[config.mk]
export PLATFORM = sky130hd
export DESIGN_NAME = gpio_cfg_serializer
export DESIGN_NICKNAME = d
export VERILOG_FILES = /design/src/rtl/gpio_cfg_serializer.sv
export SDC_FILE = /design/constraint.sdc
export NUM_CORES = 1
export LEC_CHECK = 0
export BUFFER_PORTS_ARGS = -buffer_cell sky130_fd_sc_hd__clkbuf_2
export CAP_MARGIN = 0
export CORE_UTILIZATION = 25
export DETAILED_ROUTE_END_ITERATION = 7
export PLACE_DENSITY = 0.36
export SLEW_MARGIN = 5
export SYNTH_ARGS = -nofsm -noshare
export SYNTH_HDL_FRONTEND = slang
export SYNTH_SLANG_ARGS = --single-unit
[constraint.sdc]
create_clock -name mclk -period 7.5 [get_ports mclk]
set_clock_uncertainty 0.05 [all_clocks]
set_input_delay 1.125 -clock mclk [delete_from_list [all_inputs] [get_ports mclk]]
set_output_delay 1.125 -clock mclk [all_outputs]
set_load 0.02 [all_outputs]
[src/rtl/gpio_cfg_serializer.sv]
// Pad configuration chain transmitter: per-pad word store plus a serial
// shifter that streams every word into the chain and then strobes its latch.
module gpio_cfg_serializer #(
  parameter int NUM_PADS = 9,
  parameter int PAD_CTRL_BITS = 12,
  parameter int CLK_DIV = 2,
  parameter logic [PAD_CTRL_BITS-1:0] DEF_CFG = 12'hC00
) (
  input  logic                        mclk,
  input  logic                        resetn,
  input  logic                        cfg_we,
  input  logic [$clog2(NUM_PADS)-1:0] cfg_addr,
  input  logic [PAD_CTRL_BITS-1:0]    cfg_wdata,
  output logic [PAD_CTRL_BITS-1:0]    cfg_rdata,
  input  logic                        start,
  output logic                        busy,
  output logic                        done,
  output logic                        serial_clock,
  output logic                        serial_data,
  output logic                        serial_load
);

  localparam int AW = $clog2(NUM_PADS);
  localparam int BW = $clog2(PAD_CTRL_BITS);
  localparam int DW = $clog2(2*CLK_DIV+1);

  typedef enum logic [2:0] {
    IDLE,
    SHIFT_LO,
    SHIFT_HI,
    LOAD_SETUP,
    LOAD,
    DONE
  } state_t;

  state_t state, state_nx;

  logic [PAD_CTRL_BITS-1:0] words [NUM_PADS];
  logic [AW-1:0] pad_idx;
  logic [BW-1:0] bit_idx;
  logic [DW-1:0] div_cnt;
  logic addr_ok;
  logic phase_end;
  logic last_bit;

  assign addr_ok  = int'(cfg_addr) < NUM_PADS;
  assign last_bit = (pad_idx == '0) && (bit_idx == '0);
  assign cfg_rdata = addr_ok ? words[cfg_addr] : '0;

  always_comb begin
    phase_end = 1'b0;
    unique case (state)
      SHIFT_LO, SHIFT_HI, LOAD_SETUP:
        phase_end = div_cnt == DW'(CLK_DIV-1);
      LOAD:
        phase_end = div_cnt == DW'(2*CLK_DIV-1);
      default:
        phase_end = 1'b0;
    endcase
  end

  always_comb begin
    state_nx = state;
    unique case (state)
      IDLE:       if (start) state_nx = SHIFT_LO;
      SHIFT_LO:   if (phase_end) state_nx = SHIFT_HI;
      SHIFT_HI:
        if (phase_end)
          state_nx = last_bit ? LOAD_SETUP : SHIFT_LO;
      LOAD_SETUP: if (phase_end) state_nx = LOAD;
      LOAD:       if (phase_end) state_nx = DONE;
      DONE:       state_nx = IDLE;
      default:    state_nx = IDLE;
    endcase
  end

  always_comb begin
    busy         = state != IDLE;
    done         = state == DONE;
    serial_clock = state == SHIFT_HI;
    serial_load  = state == LOAD;
    serial_data  = 1'b0;
    if (state == SHIFT_LO || state == SHIFT_HI)
      serial_data = words[pad_idx][bit_idx];
  end

  // Indices only move on the falling edge, so data is stable across the rise.
  always_ff @(posedge mclk) begin
    if (!resetn) begin
      state   <= IDLE;
      div_cnt <= '0;
      pad_idx <= AW'(NUM_PADS-1);
      bit_idx <= BW'(PAD_CTRL_BITS-1);
      for (int i = 0; i < NUM_PADS; i++)
        words[i] <= DEF_CFG;
    end else begin
      state <= state_nx;
      if (state_nx != state || state == IDLE)
        div_cnt <= '0;
      else
        div_cnt <= div_cnt + DW'(1);
      if (state == IDLE) begin
        pad_idx <= AW'(NUM_PADS-1);
        bit_idx <= BW'(PAD_CTRL_BITS-1);
      end else if (state == SHIFT_HI && phase_end && !last_bit) begin
        if (bit_idx == '0) begin
          bit_idx <= BW'(PAD_CTRL_BITS-1);
          pad_idx <= pad_idx - AW'(1);
        end else begin
          bit_idx <= bit_idx - BW'(1);
        end
      end
      if (cfg_we && addr_ok && state == IDLE)
        words[cfg_addr] <= cfg_wdata;
    end
  end

endmodule

==> results.md <==
Run status:
- The run finished with clean final reports.

Die:
- During I/O placement, the number of pins put on the boundary was 37.
- The area of the core region is 39000 um^2.
- The height of the die is 202 um.
- The die width is 202 um.
- For this configuration, the core starts out at a cell density of 0.255.
- The floorplan has 72 rows.
- The die covers 40600 um^2.

Timing:
- Dividing the final minimum period by the clock period gives 0.653.
- The highest achievable clock rate is 0.204 GHz.
- Setup repair after global routing left no endpoint under its margin.
- In the final timing run, aggregate negative setup slack is 0 ns.
- The hold violation count in the final report is 0.
- Hold is met by 0.408 ns.
- The slew of the pin with the lowest slew margin is 1.23 ns.
- Measured against its own limit, the worst slew margin works out to 0.176.
- The worst path in the final design needs a cycle of 4.90 ns, including I/O delays and setup.
- Once routing completed, OpenROAD measured the worst setup slack at 2.60 ns.
- The total count of max-transition violations in the final report is 0.
- Setup violations remaining at the end of the flow were counted as 0.

Clocking:
- The count of hold buffers inserted by post-cts repair is 0.
- In this run, post-CTS repair resized a total of 0 instances.
- After clock tree synthesis, the clock-pin slew on the worst setup and hold paths is 0.05 ns.
- The cell chosen for the clock root is sky130_fd_sc_hd__clkbuf_16.
- CTS built an H-tree with a depth of 1.
- TritonCTS built the clock tree.
- The maximum buffer depth of the clock tree is 3.
- After clock tree synthesis, the setup repair step added 0 buffers.
- Clock tree synthesis inserted a total of 27 buffers.
- Clock latency on the worst-skew pair, taken at its later pin, is 0.54 ns.
- CTS saw 210 sinks.

Detailed routing:
- The remaining antenna violation count is 0.
- The detailed router's first-iteration violation count is 358.
- The first-pass iteration count of the detailed router is 5.
- After detailed routing, the number of remaining DRC violations is 0.
- The routed length per instance is 22.5 um.
- In the routed layout, each cell is associated on average with a via count of 4.55.
- For this block, the routed nets add up to 29400 um of wire.
- The via count is 5933.

Logic synthesis:
- The share of the Yosys chip area taken by registers is 0.615.
- The number of different library cells used by synthesis comes to 55.
- The average size of a mapped cell is 15.6 um^2.
- The proportion of synthesized flip-flops having asynchronous set or reset is 0.
- The most used flip-flop cell after synthesis is sky130_fd_sc_hd__edfxtp_1.
- The synthesized design contains 210 register bits.
- The number of flops mapped to enable cells by yosys is 192.
- The count of warnings emitted by yosys is 0.
- The synthesized cell area is 9960 um^2.
- In the synthesized netlist, the number of instances is 640.

Pwr:
- The power per cell area is 229 nW/um^2.
- In this run the static leakage power is 4.12 nW.
- Of the total power, the share spent switching nets is 0.225.
- The share of total power dissipated in sequential elements is 0.502.
- Of the total power, the clock network draws 0.438.
- Across the VDD grid, the largest voltage drop is 141 uV.
- The internal portion of the total power is 2.10 mW.
- The combinational cell fraction of total power is 0.059.
- Summed over all nets, the switching power comes to 609 uW.

Place:
- The congestion estimate from routability-driven global placement came to 0.753.
- The wire-length estimate of the detail-placed layout is 18400 um.
- The number of port buffers is 36.
- The post-place instance area is 11000 um^2.
- OpenSTA, run right after detailed placement, puts the worst setup slack at 2.76 ns.

Critical path:
- The data required time at the worst endpoint is 6.32 ns.
- The worst register-to-register path begins at state[0]$_SDFF_PN0_.
- The type of element capturing the critical path is a primary output.
- The critical path startpoint category is a register.
- The cell at the slowest stage of the critical path is sky130_fd_sc_hd__dfxtp_2.
- The worst flop-to-flop path endpoint is words[1][3]$_SDFFCE_PN0P_.
- The most critical setup path has its endpoint at serial_data.
- The logic depth of the worst register-to-register path is 5.
- The worst stage delay on the critical path is 0.60 ns.
- Of all nets on the critical path, the largest fanout is 18.
- The worst endpoint data arrival time is 3.72 ns.
- In this run the register-to-register setup slack is 4.34 ns.
- The critical path in this run is classified as register to primary output.
- The dominant cell type by count on the critical path is sky130_fd_sc_hd__a311oi_1.
- The critical path goes through buf_4 -> mux4_1 -> nor2b_1 -> a2111oi_0 -> a311oi_1 -> o2111ai_1 -> a311oi_1 -> clkbuf_2.

Finish:
- The layout cell share with drive strength beyond 1 is 0.206.
- Across the whole layout, storage elements account for 6130 um^2.
- The filler cells instantiated in the layout total 3882.
- From synthesis to final layout, the design area changed by 19.1%.
- With fillers left out, the area of the finished cells amounts to 11900 um^2.
- The net count of the finished layout is 789.
- The area of combinational cells with multiple inputs is 3860 um^2.

Global route:
- For this run, the total global-route usage over all layers was measured as 0.148.
- The number of antenna violations at the first check in global routing is 0.
- The number of global-route vias before repair is 6287.
- The pin count of the biggest net entering global routing is 50.
- For this run the aggregate overflow at the end of global routing stands at 0.
- The first global-routing pass estimated 43500 um of wire.

Hold path:
- The worst hold path belongs to the class register to register.

Flow run:
- Across the run, the number of max-cap violations was 0.
[power by group through the flow]
stage / registers, mW / logic (mW) / clock network [mW]
finish: 1.36 / 0.161 / 1.19
global route: 1.37 / 0.175 / 1.28
CTS: 1.36 / 0.165 / 1.23
detailed placement: 1.39 / 0.164 / 0
global placement: 1.38 / 0.163 / 0
floorplan: 1.37 / 0.0973 / 0
[layout by cell type (no fill, tap or decap), drive strengths merged, types with 15 or more instances in the layout]
master	Yosys	routed
inv	24	24
buf	22	17
conb	1	84
clkbuf	18	74
edfxtp	192	192
nor2	19	19
nand2b	22	22
mux4	68	68
o22ai	15	15
and2	94	94
dfxtp	18	18
[state kept, by name (all words and copies together) (netlist names), named ones only]
name and count:
bit_idx 4, div_cnt 3, pad_idx 4, state 3, words 192
[worst min path at each step]
stage | startpoint | endpoint | slack [ns] | cells past startpoint
after floorplan | div_cnt[0]$_SDFF_PP0_ | div_cnt[0]$_SDFF_PP0_ | 0.36 | 1
after global placement | div_cnt[0]$_SDFF_PP0_ | div_cnt[0]$_SDFF_PP0_ | 0.38 | 1
after detailed placement | div_cnt[0]$_SDFF_PP0_ | div_cnt[0]$_SDFF_PP0_ | 0.41 | 1
after CTS | div_cnt[0]$_SDFF_PP0_ | div_cnt[0]$_SDFF_PP0_ | 0.42 | 1
after global routing | div_cnt[0]$_SDFF_PP0_ | div_cnt[0]$_SDFF_PP0_ | 0.44 | 1
final | div_cnt[0]$_SDFF_PP0_ | div_cnt[0]$_SDFF_PP0_ | 0.41 | 1
[critical path, delay by kind of cell (launching register included)]
family	cells	cell delay, ns
compound gates	4	1.16
buf+inv	2	0.63
flops	1	0.60
mux	1	0.60
simple gates	1	0.16
[final cells by class]
class | instances | share of cell area
antenna | 2 | 0.000422
clock buffer | 38 | 0.0647
clock inverter | 11 | 0.00390
inverter | 24 | 0.00760
multi-input combinational | 449 | 0.326
sequential | 210 | 0.517
tap | 518 | 0.0547
timing repair buffer | 53 | 0.0260
[synthesized netlist by cell type, types with 9 or more instances]
| cell | number | area [um^2] |
|---|---|---|
| sky130_fd_sc_hd__edfxtp_1 | 192 | 5770 |
| sky130_fd_sc_hd__and2_1 | 94 | 588 |
| sky130_fd_sc_hd__mux4_2 | 60 | 1350 |
| sky130_fd_sc_hd__inv_1 | 24 | 90.1 |
| sky130_fd_sc_hd__nand2b_1 | 22 | 138 |
| sky130_fd_sc_hd__nor2_1 | 19 | 71.3 |
| sky130_fd_sc_hd__dfxtp_1 | 18 | 360 |
| sky130_fd_sc_hd__clkbuf_1 | 16 | 60.1 |
| sky130_fd_sc_hd__o22ai_1 | 15 | 93.8 |
| sky130_fd_sc_hd__a22oi_1 | 13 | 97.6 |
| sky130_fd_sc_hd__nand2_1 | 13 | 48.8 |
| sky130_fd_sc_hd__mux2i_1 | 12 | 120 |
| sky130_fd_sc_hd__nand3_1 | 11 | 55.1 |
| sky130_fd_sc_hd__nor2b_1 | 9 | 56.3 |
[cells by family (layout without fill, tap and decap cells)]
logic type | count (synthesis) | in the layout | synth area share
compound gates | 65 | 65 | 0.0461
fa+ha+maj | 4 | 4 | 0.00503
simple gates | 207 | 207 | 0.124
flops | 210 | 210 | 0.615
xor+xnor | 7 | 7 | 0.00616
mux | 82 | 82 | 0.171
other cells | 1 | 86 | 0.000377
buf+inv | 64 | 126 | 0.0320
[layer usage]
| metal | up-vias | share of wire | GRT usage |
|---|---|---|---|
| met1 | 3067 | 0.43 | 0.190 |
| li1 | 2675 | - | - |
| met5 | - | 0 | 0 |
| met2 | 159 | 0.50 | 0.254 |
| met3 | 32 | 0.055 | 0.0235 |
| met4 | 0 | 0.018 | 0.0446 |
[through the flow]
| stage | std cells | power [mW] | util |
|---|---|---|---|
| floorplan | 723 | 1.47 | - |
| CTS | 1303 | 2.76 | 0.304 |
| finish | 1305 | 2.71 | 0.304 |
| global route | 1303 | 2.82 | 0.304 |
| global placement | 1254 | 1.55 | 0.283 |
| detailed placement | 1254 | 1.55 | 0.283 |
No activity file was read; power rests on OpenSTA's default activity.
